**src/rtl/alu_exec_stage_pkg.sv**
```systemverilog
// Shared ALU control codes and result flag bundle for the execute stage and the
// ALU control decoder.
package alu_exec_stage_pkg;

    localparam logic [3:0] ALU_ADD  = 4'b0000;
    localparam logic [3:0] ALU_SLT  = 4'b0001;
    localparam logic [3:0] ALU_SUB  = 4'b0010;
    localparam logic [3:0] ALU_OR   = 4'b0100;
    localparam logic [3:0] ALU_AND  = 4'b1000;
    localparam logic [3:0] ALU_NOR  = 4'b1001;
    localparam logic [3:0] ALU_BNE  = 4'b1010;
    localparam logic [3:0] ALU_BGEZ = 4'b1011;
    localparam logic [3:0] ALU_BGTZ = 4'b1100;
    localparam logic [3:0] ALU_BLEZ = 4'b1101;
    localparam logic [3:0] ALU_BLTZ = 4'b1110;

    typedef struct packed {
        logic zero;
        logic ovf;
        logic taken;
        logic illegal;
    } alu_flags_t;

endpackage

```
**src/rtl/alu_exec_stage_core.sv**
```systemverilog
// Purely combinational ALU: control code and signed operands in, result and
// zero/overflow/branch/illegal flags out.
module alu_core
    import alu_exec_stage_pkg::*;
#(
    parameter int W = 32
) (
    input  logic [3:0]          ctl_i,
    input  logic signed [W-1:0] a_i,
    input  logic signed [W-1:0] b_i,
    output logic [W-1:0]        result_o,
    output alu_flags_t          flags_o
);

    logic signed [W-1:0] sum;
    logic signed [W-1:0] diff;
    logic                a_neg;
    logic                a_is_zero;

    assign sum       = a_i + b_i;
    assign diff      = a_i - b_i;
    assign a_neg     = a_i[W-1];
    assign a_is_zero = (a_i == '0);

    always_comb begin
        result_o        = '0;
        flags_o         = '0;
        unique case (ctl_i)
            ALU_ADD: begin
                result_o    = sum;
                flags_o.ovf = (a_i[W-1] == b_i[W-1]) && (sum[W-1] != a_i[W-1]);
            end
            // Signed compare of the operands themselves; the wrapped difference would lie on overflow.
            ALU_SLT:  result_o = {{(W-1){1'b0}}, (a_i < b_i)};
            ALU_SUB: begin
                result_o    = diff;
                flags_o.ovf = (a_i[W-1] != b_i[W-1]) && (diff[W-1] != a_i[W-1]);
            end
            ALU_OR:   result_o = a_i | b_i;
            ALU_AND:  result_o = a_i & b_i;
            ALU_NOR:  result_o = ~(a_i | b_i);
            ALU_BNE: begin
                result_o      = diff;
                flags_o.taken = (a_i != b_i);
            end
            ALU_BGEZ: begin
                result_o      = diff;
                flags_o.taken = !a_neg;
            end
            ALU_BGTZ: begin
                result_o      = diff;
                flags_o.taken = !a_neg && !a_is_zero;
            end
            ALU_BLEZ: begin
                result_o      = diff;
                flags_o.taken = a_neg || a_is_zero;
            end
            ALU_BLTZ: begin
                result_o      = diff;
                flags_o.taken = a_neg;
            end
            default:  flags_o.illegal = 1'b1;
        endcase
        flags_o.zero = (result_o == '0);
    end

endmodule

```
**src/rtl/alu_exec_stage.sv**
```systemverilog
// Registered ALU execute stage: results are computed at input accept and held in
// a main/skid register pair so upstream sees a registered ready at full throughput.
module alu_exec_stage
    import alu_exec_stage_pkg::*;
#(
    parameter int W = 32
) (
    input  logic         clk,
    input  logic         rst_n,
    input  logic         in_valid,
    output logic         in_ready,
    input  logic [3:0]   in_ctl,
    input  logic [W-1:0] in_a,
    input  logic [W-1:0] in_b,
    output logic         out_valid,
    input  logic         out_ready,
    output logic [W-1:0] out_result,
    output logic         out_zero,
    output logic         out_ovf,
    output logic         out_taken,
    output logic         out_illegal
);

    logic [W-1:0] new_res;
    alu_flags_t   new_flg;

    logic [W-1:0] main_res_q, main_res_d, skid_res_q, skid_res_d;
    alu_flags_t   main_flg_q, main_flg_d, skid_flg_q, skid_flg_d;
    logic         main_vld_q, main_vld_d, skid_vld_q, skid_vld_d;
    logic         in_ready_q, in_ready_d;
    logic         accept, main_free;

    alu_core #(.W(W)) u_core (
        .ctl_i    (in_ctl),
        .a_i      (in_a),
        .b_i      (in_b),
        .result_o (new_res),
        .flags_o  (new_flg)
    );

    assign accept    = in_valid && in_ready_q;
    assign main_free = !main_vld_q || out_ready;

    always_comb begin
        main_res_d = main_res_q;
        main_flg_d = main_flg_q;
        main_vld_d = main_vld_q;
        skid_res_d = skid_res_q;
        skid_flg_d = skid_flg_q;
        skid_vld_d = skid_vld_q;
        // Skid full implies no accept this cycle, so its refill of main never races a new op.
        if (main_free) begin
            if (skid_vld_q) begin
                main_res_d = skid_res_q;
                main_flg_d = skid_flg_q;
                main_vld_d = 1'b1;
                skid_vld_d = 1'b0;
            end else if (accept) begin
                main_res_d = new_res;
                main_flg_d = new_flg;
                main_vld_d = 1'b1;
            end else begin
                main_vld_d = 1'b0;
            end
        end else if (accept) begin
            skid_res_d = new_res;
            skid_flg_d = new_flg;
            skid_vld_d = 1'b1;
        end
        in_ready_d = !skid_vld_d;
    end

    always_ff @(posedge clk or negedge rst_n) begin
        if (!rst_n) begin
            main_res_q <= '0;
            main_flg_q <= '0;
            main_vld_q <= 1'b0;
            skid_res_q <= '0;
            skid_flg_q <= '0;
            skid_vld_q <= 1'b0;
            in_ready_q <= 1'b1;
        end else begin
            main_res_q <= main_res_d;
            main_flg_q <= main_flg_d;
            main_vld_q <= main_vld_d;
            skid_res_q <= skid_res_d;
            skid_flg_q <= skid_flg_d;
            skid_vld_q <= skid_vld_d;
            in_ready_q <= in_ready_d;
        end
    end

    assign in_ready    = in_ready_q;
    assign out_valid   = main_vld_q;
    assign out_result  = main_res_q;
    assign out_zero    = main_flg_q.zero;
    assign out_ovf     = main_flg_q.ovf;
    assign out_taken   = main_flg_q.taken;
    assign out_illegal = main_flg_q.illegal;

endmodule

```
**config.mk**
```make
export PLATFORM = sky130hd
export DESIGN_NAME = alu_exec_stage
export DESIGN_NICKNAME = d
export VERILOG_FILES = /design/src/rtl/alu_exec_stage_pkg.sv /design/src/rtl/alu_exec_stage_core.sv /design/src/rtl/alu_exec_stage.sv
export SDC_FILE = /design/constraint.sdc
export NUM_CORES = 1
export LEC_CHECK = 0
export BUFFER_PORTS_ARGS = -buffer_cell sky130_fd_sc_hd__clkbuf_2
export CORE_MARGIN = 3
export CORE_UTILIZATION = 59
export CTS_BUF_LIST = sky130_fd_sc_hd__clkbuf_2 sky130_fd_sc_hd__clkbuf_4 sky130_fd_sc_hd__clkbuf_8
export CTS_CLUSTER_SIZE = 10
export DETAILED_ROUTE_END_ITERATION = 10
export PLACE_DENSITY = 0.82
export SLEW_MARGIN = 20
export SYNTH_ARGS = -nofsm -noshare
export SYNTH_HDL_FRONTEND = slang
export SYNTH_SLANG_ARGS = --single-unit
export TNS_END_PERCENT = 100
```
**constraint.sdc**
```tcl
create_clock -name clk -period 3.95 [get_ports clk]
set_clock_uncertainty 0.2 [all_clocks]
set_input_delay 0.5925 -clock clk [delete_from_list [all_inputs] [get_ports clk]]
set_output_delay 0.5925 -clock clk [all_outputs]
set_load 0.01 [all_outputs]
```
==> flow_results.org, run 1 <==
** STA
- For the pin with the worst max-slew slack, the measured transition is just under 0.9 ns.
- Upper clock frequency limit :: 0.252 GHz
- The total count of max-transition violations in the final report was 0.
- Final setup violation count :: 1
- Unrepaired setup endpoints after global routing :: true
- The routed design could run at a clock period as short as 3.97 ns.
- Measured against its own limit, the worst slew margin works out to 40.8%.
- Number of endpoints with negative hold slack in the final report :: 0
- Across all setup checks in the final design, the least slack found is -0.0235 ns.
- Fin crit share :: 101%

** Critical path
- For the worst flop-to-flop path, the logic depth is 5.
- On the critical path, the stage with the largest delay is an instance of sky130_fd_sc_hd__or4_1.
- Worst setup path class :: in2reg
- Nature of the critical path startpoint :: input pin
- The most critical setup path has its startpoint at in_b[1].
- Capture point of the worst reg-to-reg path :: out_zero
- CP Buf/Inv Count :: 3
- Crit-path leading delay family :: compound AO/OA/AOI/OAI gates
- Worst endpoint required time :: 4.00 ns
- Worst endpoint data arrival time :: around 4 ns
- Start of the worst register-to-register path :: in_ready
- Internal reg-to-reg setup slack :: 1.86 ns
- The signal on the critical path passes through clkbuf_2, inv_1, ha_1, o21ba_2, or4_1, a211oi_2, buf_4, nor3_4, a221oi_1, o22ai_1, a2111oi_4, nand4b_1, nor4_2, nand4_1, o31ai_2.
- End point of the critical path :: out_zero
- Critical path fanouts, max :: 4
- CP Depth :: 15
- Capturing element type of the critical path :: flip-flop
- Delay contributed by the slowest stage of the critical path :: roughly 0.47 ns

** Power and ir drop
- In this run, the combinational gates consume 54.0% of the power.
- Sequential cell fraction of total power :: approximately a third
- Peak ir drop on the vdd network :: ~0.00025 V
- In this run the power density over the cells is 294 nW/um2.
- Switching power share of the total :: 42.0%
- Portion of total power attributed to the clock network :: 14.6%
- Cell internal power was estimated by the tool at 2.06 mW.
- Overall power consumption after layout is estimated at 3.56 mW.
- For this design the total switching power over the nets is between 1 and 1.5 mW.
- Leakage power :: 5.89 nW

** Die
- From bottom edge to top edge, the die measures 130 um.
- The floorplan step defined a die boundary enclosing 17,000 um2.
- Initial core utilization :: between 60% and 70%
- I/O Pins :: between 100 and 150
- The region available for standard cell placement spans about 15,000 um2.
- The initialized floorplan defines 44 standard-cell rows.
- Die X-Extent :: 130 um

** Final layout
- Post-layout net count :: 1,752
- Relative to the synthesized area, the layout overhead comes to 32.4%.
- Share of post-route cells with drive strength above 1 :: approximately 30%
- Summing all multi-input logic gate instances after layout gives between 6000 and 7000 um2.
- Once layout is complete, the cells apart from fillers number 1,768.
- Antenna cell count :: 0
- The finished cells cover 12,100 um2.
- Core occupancy in the finished layout :: just over 80%
- Counting the fill cells in the layout gives 1,014.
- Sequential cell area :: 1880 um2

** Global route
- The number of global-route vias before repair is 11,000.
- Maximum number of pins on one net before global-route repair :: 76
- Antenna violations before repair :: 0
- The first global-routing pass estimated approximately 56,000 um of wire.
- Summed over all layers, the global routing overflow is 0.
- Global-route usage over all layers :: 41.0%

** Job
- Number of max-cap violations :: 0

** Clock tree
- Clock Root Buffer :: sky130_fd_sc_hd__clkbuf_8
- Hold-fix buffer count after cts :: 0
- CTS Buf Count :: 9
- After clock tree synthesis, the clock-pin slew on the worst setup and hold paths is about 0.07 ns.
- Clock latency at the later pin of the worst-skew pair :: between 0.3 and 0.4 ns
- The clock drives 75 sinks.
- Maximum buffer depth of the clock tree :: 2
- CTS built an H-tree with a depth of 3.
- TritonCTS built the clock tree.

** Synth
- Net count of the mapped netlist :: 1,437
- During synthesis, Yosys emitted a total of 0 warnings.
- Summing the sequential cell areas from Yosys gives 20.6% of the chip area.
- sky130_fd_sc_hd__dfrtp_1 takes more of the synthesized area than any other cell.
- Largest cells by area after synthesis :: sky130_fd_sc_hd__dfrtp_1 (20%), sky130_fd_sc_hd__ha_1 (14%), sky130_fd_sc_hd__o21ai_0 (7.4%)
- Count of different cell masters after synthesis :: 84
- Average cell area after synthesis :: 7.22 um2
- sky130_fd_sc_hd__nand2_1 is the most common cell in the netlist.
- In this run the cell area of the synthesized design comes to 9130 um2.
- Number of enable-type register cells in the synthesized netlist :: 0
- Fraction of registers with async set or reset after synthesis :: 100%
- Top cells by count, synth :: sky130_fd_sc_hd__nand2_1 (148), sky130_fd_sc_hd__o21ai_0 (135), sky130_fd_sc_hd__a21oi_1 (117)
- Flip-flop cell with the highest count after synthesis :: sky130_fd_sc_hd__dfrtp_1
- Counting flops and latches in the post-synthesis netlist gives 75.
- After synthesis, the largest area contributor takes up 20.3% of total cell area.
- Counting every instance in the synthesized netlist gives between 1,000 and 1,500.

** Detailed routing
- In the routed layout, each cell is associated on average with a via count of 6.49.
- The first detailed-routing pass took 8 iterations.
- Vias :: 11,500
- The final layout contains routed wiring with a total length of 35,900 um.
- Post-route ant nets :: 0
- For this run, design rule violations remaining after detail routing come to 0.
- After the first detailed-routing iteration, the DRC count stood at 1,439.
- Routed len/inst :: 20.3 um

** Placement
- Port buffering added 109 buffers.
- In this run, placement finished with an instance count of 1,751.
- Post-detailed-placement cell area :: 11,700 um2
- Final weighted congestion in routability-driven placement :: approximately 1.1
- Detailed placement finished with a half-perimeter wire length of 28,600 um.

** Hold path
- Class of the tightest hold or removal check :: in2async

** Status
- The flow ran to the end, but the final reports show violations.
- Violations in the final reports :: negative setup slack
==> power by group through the flow <==
stage          combinational (mW)  clock, mW  sequential [mW]
2_1_floorplan               0.920          0             1.15
6_report                     1.92      0.520             1.12
4_1_cts                      1.85      0.523             1.11
5_1_grt                      2.07      0.560             1.14
3_5_place_dp                 1.82          0             1.12
3_3_place_gp                 1.76          0             1.10
==> through the flow <==
stage	worst slack (ns)	setup TNS [ns]	hold WS [ns]
final	-0.0235	-0.0235	0.163
after detailed placement	-0.727	-3.82	0.269
after floorplan	-0.144	-0.235	0.0969
after global placement	-0.662	-2.92	0.257
after global routing	-0.106	-0.125	0.226
after CTS	0.0117	0	0.190
==> layout make-up <==
class / count / share of cell area, %
Tap cell: 184 / 1.91
Clock buffer: 13 / 1.27
Timing Repair Buffer: 387 / 22.3
Multi-Input combinational cell: 1006 / 55.8
Sequential cell: 75 / 15.6
Clock inverter: 3 / 0.145
Inverter: 100 / 3.11
==> worst reg2reg max path, cell delays in order (launching register included) <==
cell and delay (ns):
sky130_fd_sc_hd__dfstp_2 0.57, sky130_fd_sc_hd__a21o_1 0.16, sky130_fd_sc_hd__nand2_2 0.26, sky130_fd_sc_hd__buf_4 0.38, sky130_fd_sc_hd__a21oi_1 0.28, sky130_fd_sc_hd__o31ai_2 0.10
==> placed cells by master, fill, tap and decap left out, types with 8 or more instances in the layout <==
master | synthesis | final
sky130_fd_sc_hd__nand2_1 | 148 | 147
sky130_fd_sc_hd__o21ai_0 | 135 | 134
sky130_fd_sc_hd__nand3_1 | 23 | 22
sky130_fd_sc_hd__nor2b_1 | 10 | 9
sky130_fd_sc_hd__o211ai_1 | 8 | 8
sky130_fd_sc_hd__dfrtp_1 | 74 | 73
sky130_fd_sc_hd__a21oi_1 | 117 | 113
sky130_fd_sc_hd__a31oi_1 | 12 | 12
sky130_fd_sc_hd__o22ai_1 | 12 | 12
sky130_fd_sc_hd__a21boi_0 | 8 | 8
sky130_fd_sc_hd__o31ai_1 | 17 | 16
sky130_fd_sc_hd__buf_4 | 2 | 276
sky130_fd_sc_hd__and2_1 | 8 | 8
sky130_fd_sc_hd__o21a_1 | 10 | 10
sky130_fd_sc_hd__mux2_2 | 10 | 10
sky130_fd_sc_hd__o21bai_1 | 9 | 9
sky130_fd_sc_hd__xnor2_1 | 8 | 8
sky130_fd_sc_hd__nand4_1 | 21 | 21
sky130_fd_sc_hd__ha_1 | 99 | 96
sky130_fd_sc_hd__mux2i_1 | 16 | 16
sky130_fd_sc_hd__a211oi_1 | 14 | 10
sky130_fd_sc_hd__a221oi_1 | 9 | 8
sky130_fd_sc_hd__nor2_1 | 107 | 107
sky130_fd_sc_hd__clkbuf_8 | 0 | 9
sky130_fd_sc_hd__nor4_1 | 22 | 20
sky130_fd_sc_hd__inv_1 | 99 | 97
sky130_fd_sc_hd__nor3_1 | 23 | 22
sky130_fd_sc_hd__clkbuf_2 | 0 | 106
sky130_fd_sc_hd__a22oi_1 | 21 | 20
sky130_fd_sc_hd__a21o_1 | 12 | 12
==> metal layers <==
metal  up-vias  GRT usage (%)  share of wire (%)
li1       5229              -                  -
met1      5262           51.8                 38
met2       794           67.6                 45
met3       188           6.96                 11
met4         0           20.6                5.8
met5         -              0                  0
==> logic make-up (layout without fill, tap and decap cells) <==
group,count (synthesis),in the layout,share of synthesized area (%)
fa+ha+maj,101,101,14.0
mux,26,26,2.99
buf+inv,183,503,7.65
xor+xnor,10,10,0.960
compound gates,464,464,33.2
simple gates,405,405,20.6
flops,75,75,20.6
==> sequential cells by signal, indices dropped and copies added, names as in the netlist <==
register,cells
in_ready,1
out_illegal,1
out_ovf,1
out_result,32
out_taken,1
out_valid,1
out_zero,1
skid_flg_q,4
skid_res_q,32
skid_vld_q,1
==> timing repair <==
action,4_1_cts,5_1_grt
setup buffers,1,0
pin swaps,3,3
endpoints found under the setup margin,3,9
resized for setup,10,23
gates cloned,0,0
==> worst min-delay path by stage <==
stage | startpoint | to | slack, ns | depth (start not counted)
2_1_floorplan | rst_n | out_illegal | 0.1 | 0
3_3_place_gp | skid_flg_q[2] | skid_flg_q[2] | 0.26 | 2
3_5_place_dp | skid_flg_q[2] | skid_flg_q[2] | 0.27 | 2
4_1_cts | rst_n | out_result[18] | 0.19 | 1
5_1_grt | rst_n | skid_res_q[25] | 0.23 | 1
6_report | rst_n | out_result[23] | 0.16 | 1
(Power assumes the default switching activity.)
==> run 2: changes to the inputs <==
--- a/config.mk
+++ b/config.mk
@@ -11,6 +11,8 @@
 export CTS_BUF_LIST = sky130_fd_sc_hd__clkbuf_2 sky130_fd_sc_hd__clkbuf_4 sky130_fd_sc_hd__clkbuf_8
 export CTS_CLUSTER_SIZE = 10
 export DETAILED_ROUTE_END_ITERATION = 10
+export HOLD_SLACK_MARGIN = 0.08
+export MAX_ROUTING_LAYER = met4
 export PLACE_DENSITY = 0.82
 export SLEW_MARGIN = 20
 export SYNTH_ARGS = -nofsm -noshare
==> run 2 against run 1 <==
Compared with the run above: the run now fails in 5_2_route; global-route usage increased by 0.67 points; synthesized cell count unchanged; area after synthesis is the same.
==> flow_results.org, run 2 <==
** Clock tree
- Hold-fix buffer count after cts :: 0 (unchanged)
- The maximum root-to-sink buffer count came to 2 (unchanged).
- Number of sinks on the clock net :: 75 (unchanged)
- The number of H-tree branching levels is 3 (unchanged).
- Clock Root Buffer :: sky130_fd_sc_hd__clkbuf_8
- CTS Buf Count :: 9 (unchanged)

** Global route
- The wire length of the first global-routing pass was 54,600 um (-1.7%).
- The number of global-route vias before repair is 10,700 (-2.4%).
- The total track usage came to 41.7% (+0.67 points).
- The largest net degree at the start of global routing came to 76 (unchanged).
- The number of antenna violations at the first check in global routing came to 0 (unchanged).
- The sum of overflow across all layers after global routing came to 0 (unchanged).

** Synth
- Instance count of the mapped netlist :: 1,264 (unchanged)
- The count of flip-flops with a built-in enable after synthesis came to 0 (unchanged).
- Flip-flop cell with the highest count after synthesis :: sky130_fd_sc_hd__dfrtp_1
- The share of async-settable or async-resettable flops after synthesis came to 100% (unchanged).
- The count of warnings emitted by yosys is 0 (unchanged).
- Top cells by count, synth :: sky130_fd_sc_hd__nand2_1 (148), sky130_fd_sc_hd__o21ai_0 (135), sky130_fd_sc_hd__a21oi_1 (117)
- The biggest area contributor in the post-synthesis netlist is sky130_fd_sc_hd__dfrtp_1.
- In the post-synthesis netlist, the biggest area contributors are sky130_fd_sc_hd__dfrtp_1 (20%), sky130_fd_sc_hd__ha_1 (14%), sky130_fd_sc_hd__o21ai_0 (7.4%).
- The simple logic cell fraction of the synthesized area was 20.6% (unchanged).
- Average cell area after synthesis :: 7.22 um2 (unchanged)
- After synthesis, the largest family of logic cells by area is compound AO/OA/AOI/OAI gates.
- The number of distinct library cells after synthesis came to 84 (unchanged).
- Leading cell type by number of instances after synthesis :: sky130_fd_sc_hd__nand2_1
- The area fraction of the dominant cell type after synthesis came to 20.3% (unchanged).
- Post-Synth XOR/XNOR Area :: 0.960% (unchanged)
- Adder-cell area share of the yosys netlist :: 14.0% (unchanged)
- Part of the Yosys area used for sequential elements :: 20.6% (unchanged)
- Synth Area in Compound Gates :: 33.2% (unchanged)
- The net count after synthesis is 1,437 (unchanged).
- The mux share of post-synthesis cell area is 2.99% (unchanged).
- Synthesized area :: 9130 um2 (unchanged)
- #FFs+latches synth :: 75 (unchanged)

** Die
- The top-level port count came to 110 (unchanged).
- The standard-cell row count is 44 (unchanged).
- The initial core utilization was 61.6% (unchanged).
- The width of the chip came to 130 um (unchanged).
- Height of the die :: 130 um (unchanged)

** STA
- Worst ep type :: sequential cell input
- After global-route timing repair, the worst endpoint was out_zero$_DFFE_PN0P_/D.

** Placement
- The count of buffers inserted at the top-level ports was 109 (unchanged).
- The standard cell area after detailed placement was 11,700 um2 (-0.13%).
- Final weighted congestion in routability-driven placement :: 1.12 (+1.7%)
- Detail Placement HPWL :: 28,000 um (-2.0%)

** Status
- Tool error :: [ERROR DRT-0255] Maze Route cannot find path of net clk in worker of routeBox ( 96600 0 ) ( 130360 48300 ).
- Stage at which the run stopped :: 5_2_route
- The run stopped with a tool error.
-- run 2: cell counts after synthesis --
No cell type changed its count.
-- run 2: logic make-up after synthesis --
family	count (synthesis)
AOI/OAI and AO/OA	464
xor gates and xnor gates	10
buffers and inverters	183
DFF	75
adders and majority gates	101
and+or+nand+nor	405
muxes	26
-- run 2: timing repair --
item,CTS,global route
resized for setup,6,19
pin swaps,2,3
buffers inserted,1,1
endpoints found under the setup margin,2,6
-- run 2: per-layer routing --
layer and GRT usage, %:
met1 53.0, met2 66.8, met3 5.69, met4 17.2
met5 -
-- run 2: stage by stage --
step | instances | setup slack [ns] | util (%) | hold slack (ns)
after global placement | 1749 | -0.418 | 79.2 | 0.255
after floorplan | 1264 | -0.144 | - | 0.0969
after CTS | 1766 | 0.00768 | 80.7 | 0.194
after global routing | 1767 | -0.115 | 81.2 | 0.225
after detailed placement | 1749 | -0.437 | 79.2 | 0.270
==> run 3: changes to the inputs <==
--- a/config.mk
+++ b/config.mk
@@ -7,13 +7,9 @@
 export LEC_CHECK = 0
 export BUFFER_PORTS_ARGS = -buffer_cell sky130_fd_sc_hd__clkbuf_2
 export CORE_MARGIN = 3
-export CORE_UTILIZATION = 59
-export CTS_BUF_LIST = sky130_fd_sc_hd__clkbuf_2 sky130_fd_sc_hd__clkbuf_4 sky130_fd_sc_hd__clkbuf_8
-export CTS_CLUSTER_SIZE = 10
+export CORE_UTILIZATION = 40
 export DETAILED_ROUTE_END_ITERATION = 10
-export HOLD_SLACK_MARGIN = 0.08
-export MAX_ROUTING_LAYER = met4
-export PLACE_DENSITY = 0.82
+export PLACE_DENSITY_LB_ADDON = 0.15
 export SLEW_MARGIN = 20
 export SYNTH_ARGS = -nofsm -noshare
 export SYNTH_HDL_FRONTEND = slang
==> run 3 against run 2 <==
Compared with the run above: the run now ends clean; global-route usage shrank 12 points.
==> flow_results.org, run 3 (synthesized netlist as in run 1, its figures left out) <==
** Final layout
- Area growth syn-to-layout :: 39.1%
- 0 antenna diodes ended up in the layout.
- Most common cell after layout, fill and taps aside :: sky130_fd_sc_hd__buf_4
- The filler cells instantiated in the layout total 2,156.
- After the flow finishes, the layout carries non-filler instances totaling 1,903.
- Post-layout net count :: between 1,500 and 2,000
- Summing all flip-flop and latch instances after layout gives 1880 um2.
- Share of post-route cells with drive strength above 1 :: 31.5%
- Cells fill 57.5% of the core in the end.
- Commonest cells after routing, fill and taps aside :: sky130_fd_sc_hd__buf_4 (314), sky130_fd_sc_hd__nand2_1 (147), sky130_fd_sc_hd__o21ai_0 (131)
- Area taken by multi-input logic gates :: 6770 um2

** Detailed routing
- Dividing the detail-routed wire length by the instance count gives 19.3 um.
- After detailed routing, the total wire length is between 30,000 and 40,000 um.
- The final route contains around 11,000 vias.
- In this run, the number of DRC markers left after iteration 0 of detailed routing was 1,001.
- After detailed routing, the number of vias per cell comes to 5.71.
- Post-route DRC :: 0
- The first detailed-routing pass ran for 6 iterations.
- Post-route ant nets :: 0

** STA
- Aggregate negative setup slack :: 0 ns
- The tightest hold path in the finished design has a slack of 0.192 ns.
- The final critical path takes up between 90 and 100% of the cycle.
- The hold violation total from the final report came to 0.
- Measured against its own limit, the worst slew margin works out to 27.3%.
- Setup violations remaining at the end of the flow were counted as 0.
- Setup repair after global routing could not meet its margin everywhere.
- Tmin final :: 3.92 ns
- For the pin with the worst max-slew slack, the measured transition is ~1.1 ns.
- Based on the critical path, the design can be clocked at up to roughly 0.26 GHz.
- Count of final max-slew check failures :: 0

** Die
- Height of the die :: 157 um (+20%)
- The standard-cell row count was 54 (+23%).
- The width of the chip came to 157 um (+20%).
- The region available for standard cell placement spans around 22,000 um2.
- I/O Pins :: 110 (unchanged)
- The initial core utilization was 41.3% (-20 points).
- The die covers approximately 25,000 um2.

** Critical path
- Worst endpoint data arrival time :: 3.95 ns
- Crit-path slowest cell :: sky130_fd_sc_hd__ha_2
- In this run the worst setup path begins at in_b[4].
- Capturing element type of the critical path :: flip-flop
- Start of the worst register-to-register path :: out_valid
- The setup path with the least slack is of type in2reg.
- For this run, the slowest stage of the critical path takes roughly 0.40 ns.
- CP dominant cell by count :: sky130_fd_sc_hd__buf_4
- Critical path fanouts, max :: 7
- Ordered list of cells on the worst path :: clkbuf_2, inv_1, ha_2, buf_4, inv_1, a221oi_1, buf_4, buf_4, nand2_1, a22o_1, a2111o_1, o41ai_2, buf_4, and4_1, nand4_1, nor4_4, nand4_1, o31ai_2
- Among cell families on the critical path, the largest total delay comes from compound AO/OA/AOI/OAI gates.
- For the worst setup path, the data required time is 3.98 ns.
- The worst setup path is launched from an input pin.
- Internal reg-to-reg setup slack :: 1.68 ns
- Counting both buffers and inverters, the worst setup path holds a total of 7.

** Power and ir drop
- Power Density :: 309 nW/um2
- Peak ir drop on the vdd network :: 0.000215 V
- For this design the static power due to leakage is 6.17 nW.

** Global route
- The wire length of the first global-routing pass is 56,800 um (+4.0%).
- Global-route usage over all layers :: 29.2% (-12 points)
- Antenna violations before repair :: 0 (unchanged)
- The sum of overflow across all layers after global routing came to 0 (unchanged).
- The number of global-route vias before repair was 10,200 (-4.7%).
- Maximum number of pins on one net before global-route repair :: 76 (unchanged)

** Clock tree
- Number of sinks on the clock net :: 75 (unchanged)
- Clock Pin Slew Worst Setup and Hold Paths :: 0.06 ns
- TritonCTS clock tree :: built
- At the later pin of the worst-skew pair, clock insertion delay measures 0.33 ns.
- The maximum root-to-sink buffer count is 2 (unchanged).
- Max H-tree Level :: 3 (unchanged)
- CTS placed an instance of sky130_fd_sc_hd__clkbuf_16 at the clock tree root.
- Hold-fix buffer count after cts :: 0 (unchanged)
- The total CTS buffers is 9 (unchanged).

** Placement
- Detail Placement HPWL :: 30,100 um (+7.7%)
- The count of buffers inserted at the top-level ports is 109 (unchanged).
- The routability-driven placement congestion ratio came to 0.989 (-12%).
- The number of placed instances with taps included came to 1,881 (+7.5%).

** Job
- Number of max-cap violations :: 0

** Hold path
- The min-delay analysis places its worst path in the category in2async.

** Status
- The run finished with clean final reports.
[run 3: cell type report]
class	instances	area share (%)
clock buffers	12	1.94
clock inverters	4	0.581
inverters	100	2.96
multi-input cells	1006	53.4
flip-flops and latches	75	14.8
well taps	280	2.76
repair buffers	426	23.6
[run 3: where the power goes]
part	leakage [nW]	total [mW]	switching [mW]	internal, mW
sequential	0.957	1.10	0.111	0.989
clock	0.157	0.875	0.305	0.571
combinational	5.06	1.94	1.08	0.860
total	6.17	3.92	1.50	2.42
[run 3: per-stage QoR]
step	total power [mW]	setup WS [ns]	cell area (um2)
after floorplan	2.07	-0.144	9150
final	3.92	0.0339	12700
after detailed placement	2.99	-0.576	12100
after CTS	3.90	-0.0723	12600
after global placement	2.97	-0.568	12100
after global routing	4.18	-0.149	12700
[run 3: final timing paths]
| check | to | depth (start not counted) |
|---|---|---|
| max in group asynchronous | skid_vld_q | 1 |
| setup / recovery | out_zero | 18 |
| hold reg to reg | out_result[16] | 2 |
| hold / removal | skid_res_q[18] | 1 |
| setup reg to reg | skid_res_q[24] | 4 |
| min in group clk | out_result[16] | 2 |
[run 3: what timing repair did]
item / in CTS / in global routing
endpoints found under the setup margin: 3 / 10
buffers inserted: 2 / 4
pin swaps: 12 / 17
resized for setup: 17 / 30
[run 3: metal layers]
metal	routed length (um)	track usage (%)	vias up
met5	0	0	-
met4	1340	10.5	0
met3	1960	3.08	78
met2	16400	46.7	384
met1	17100	41.0	5098
li1	-	-	5312
[run 3: worst register-to-register path: stages (launching register included)]
cell and delay [ns]:
sky130_fd_sc_hd__dfrtp_1 0.36, sky130_fd_sc_hd__nor2b_1 0.22, sky130_fd_sc_hd__nand3_2 0.59, sky130_fd_sc_hd__buf_4 0.48, sky130_fd_sc_hd__mux2_2 0.30
==> run 4: changes to the inputs <==
--- a/config.mk
+++ b/config.mk
@@ -9,7 +9,7 @@
 export CORE_MARGIN = 3
 export CORE_UTILIZATION = 40
 export DETAILED_ROUTE_END_ITERATION = 10
-export PLACE_DENSITY_LB_ADDON = 0.15
+export PLACE_DENSITY = 0.67
 export SLEW_MARGIN = 20
 export SYNTH_ARGS = -nofsm -noshare
 export SYNTH_HDL_FRONTEND = slang
==> run 4 against run 3 <==
Compared with the run above: wire length shrank 4.6%; die area did not move; non-clock buffer count is 32 lower; register-to-register slack better by 0.19 ns; sequential power hardly changed; sequential share of layout area is 0.35 points higher; largest cell class unchanged; largest power group unchanged.
==> flow_results.org, run 4 (synthesized netlist as in run 1, its figures left out) <==
** Die
- The floorplan core area came to 22,100 um2 (unchanged).
- The top-level port count is 110 (unchanged).
- Height of the die :: 157 um (unchanged)
- Number of cell rows :: 54 (unchanged)
- Area enclosed by the die boundary :: 24,700 um2 (unchanged)
- The width of the chip was 157 um (unchanged).
- Initial core utilization :: 41.3% (unchanged)

** Placement
- Placed Cells incl. Taps :: 1,850 (-1.6%)
- Port buffer count :: 109 (unchanged)
- Detail Placement HPWL :: 28,600 um (-5.3%)
- Final weighted congestion in routability-driven placement :: 0.988 (about the same)

** STA
- The share of the clock period used by the worst path after layout is 99.2% (about the same).
- The slew of the pin with the lowest slew margin was 0.918 ns (-0.164 ns).
- The hold violation total from the final report came to 0 (unchanged).
- Upper clock frequency limit :: 0.255 GHz (about the same)
- Tmin final :: 3.92 ns (+0.00111 ns)
- The final number of setup-violating endpoints is 0 (unchanged).
- The relative slew slack came to 38.5% (+11 points).
- Count of final max-slew check failures :: 0 (unchanged)
- Unrepaired setup endpoints after global routing :: true

** Clock tree
- The number of H-tree branching levels was 3 (unchanged).
- The insertion delay to the later sink of the worst-skew pair was 0.33 ns (about the same).
- TritonCTS built the clock tree.
- The total CTS buffers was 9 (unchanged).
- Clock Pin Slew Worst Setup and Hold Paths :: 0.05 ns (about the same)
- Clock Root Buffer :: sky130_fd_sc_hd__clkbuf_16
- Number of sinks on the clock net :: 75 (unchanged)
- The hold buffer count at cts was 0 (unchanged).
- The maximum root-to-sink buffer count was 2 (unchanged).

** Final layout
- Leaving out fill and tap cells, the most frequent cell in the layout is sky130_fd_sc_hd__buf_4.
- Commonest cells after routing, fill and taps aside :: sky130_fd_sc_hd__buf_4 (281), sky130_fd_sc_hd__nand2_1 (147), sky130_fd_sc_hd__o21ai_0 (131)
- Number of standard cells in the final layout excluding fillers :: 1,871 (-1.7%)
- Antenna cell count :: 0 (unchanged)
- The number of filler instances in the final layout is 2,124 (-1.5%).
- The net total in the final layout came to 1,759 (-1.8%).
- Area growth syn-to-layout :: 36.0%
- The fraction of final layout cells with drive strength greater than 1 is 29.5% (-2.0 points).

** Global route
- The total track usage came to 27.8% (-1.5 points).
- The number of antenna violations at the first check in global routing is 1 (+1).
- Global-route congestion overflow total :: 0 (unchanged)
- The largest net degree at the start of global routing is 76 (unchanged).
- Vias in the first global route :: 10,300 (+1.3%)
- The wire length of the first global-routing pass is 54,500 um (-4.0%).

** Critical path
- Tracing the worst setup path back leads to its startpoint at in_a[6].
- Critical path fanouts, max :: 8 (+1)
- The startpoint identified for the worst register-to-register timing path is in_ready.
- Worst endpoint data arrival time :: 3.94 ns (about the same)
- Worst setup path class :: in2reg
- Nature of the critical path startpoint :: input pin
- STA classifies the critical path endpoint as a flip-flop.
- The required time at the worst-slack endpoint was 3.98 ns (about the same).

** Hold path
- The worst hold path belongs to the class in2async.

** Detailed routing
- Post-route DRC :: 0 (unchanged)
- The initial detailed-routing violation count is 947 (-5.4%).
- Routed via count divided by cell count :: 5.77 (+0.92%)
- The average detailed-routed wire length per instance was 18.7 um (-3.0%).
- DRT Wirelength :: 35,100 um (-4.6%)
- The residual antenna-violating net count after detailed routing came to 0 (unchanged).
- The via count was 10,800 (-0.78%).
- The number of optimization iterations in the first detailed-route pass was 8 (+2).

** Status
- The flow ran to the end, and the final reports show no timing, DRC or antenna violations.

** Power and ir drop
- Leakage power :: 6.01 nW (-2.6%)
- Peak ir drop on the vdd network :: 0.000271 V (+26%)
- The overall power consumption was 3.87 mW (-1.2%).
- The power density over cell area is 312 nW/um2 (+1.2%).

** Job
- Number of max-cap violations :: 0 (unchanged)
## run 4: path summary, 6_finish.rpt
kind / cells after the start / slack, ns / to
worst max-delay path: 16 / 0.03 / out_zero
worst min-delay path: 1 / 0.20 / out_result[18]
worst max register to register: 5 / 1.87 / out_result[22]
worst min register to register: 2 / 0.28 / out_result[23]
max in group asynchronous: 1 / 2.70 / skid_vld_q
min in group clk: 2 / 0.28 / out_result[23]
## run 4: power by group
group	internal, mW	total, mW	switching, mW
clock	0.586	0.876	0.290
sequential	0.990	1.11	0.116
combinational	0.835	1.89	1.06
total	2.41	3.87	1.46
## run 4: layout make-up
type	count	area [um2]	share of cell area, %
well taps	280	350	2.82
clock inverters	4	72.6	0.585
repair buffers	394	2760	22.3
multi-input cells	1006	6710	54.1
clock buffers	12	256	2.07
inverters	100	375	3.03
flip-flops and latches	75	1880	15.1
## run 4: through the flow
| step | setup TNS [ns] | hold WS [ns] | utilization (%) | setup slack, ns | area (um2) |
|---|---|---|---|---|---|
| floorplan | -0.235 | 0.0969 | - | -0.144 | 9150 |
| global placement | -1.71 | 0.258 | 53.9 | -0.446 | 11900 |
| detailed placement | -2.46 | 0.269 | 53.9 | -0.569 | 11900 |
| CTS | 0 | 0.230 | 55.6 | 0.0106 | 12300 |
| global route | -0.0936 | 0.268 | 56.2 | -0.0845 | 12400 |
| finish | 0 | 0.196 | 56.2 | 0.0328 | 12400 |
## run 4: critical path, cell delays in order
cell and delay, ns:
sky130_fd_sc_hd__clkbuf_2 0.12, sky130_fd_sc_hd__inv_1 0.05, sky130_fd_sc_hd__ha_1 0.45, sky130_fd_sc_hd__a21oi_1 0.16, sky130_fd_sc_hd__o21ai_0 0.47, sky130_fd_sc_hd__o2bb2ai_1 0.17
sky130_fd_sc_hd__a311o_1 0.27, sky130_fd_sc_hd__buf_4 0.17, sky130_fd_sc_hd__o21a_1 0.11, sky130_fd_sc_hd__o2111ai_1 0.11, sky130_fd_sc_hd__o21ai_1 0.15, sky130_fd_sc_hd__buf_4 0.15
sky130_fd_sc_hd__or4b_4 0.45, sky130_fd_sc_hd__nor4_2 0.15, sky130_fd_sc_hd__nand4_1 0.16, sky130_fd_sc_hd__o31ai_2 0.19
## run 4: repair_timing
item	in CTS	in global routing
buffers inserted	3	2
resized for setup	8	26
endpoints found under the hold margin	0	0
pin swaps	7	10
setup endpoints to repair	2	10
## run 4: metal layers
layer / wire (um) / global-route usage, % / vias up
li1: - / - / 5223
met1: 15400 / 37.7 / 5024
met2: 16100 / 46.1 / 456
met3: 2310 / 2.72 / 82
met4: 1220 / 9.67 / 2
met5: 13 / 0 / -
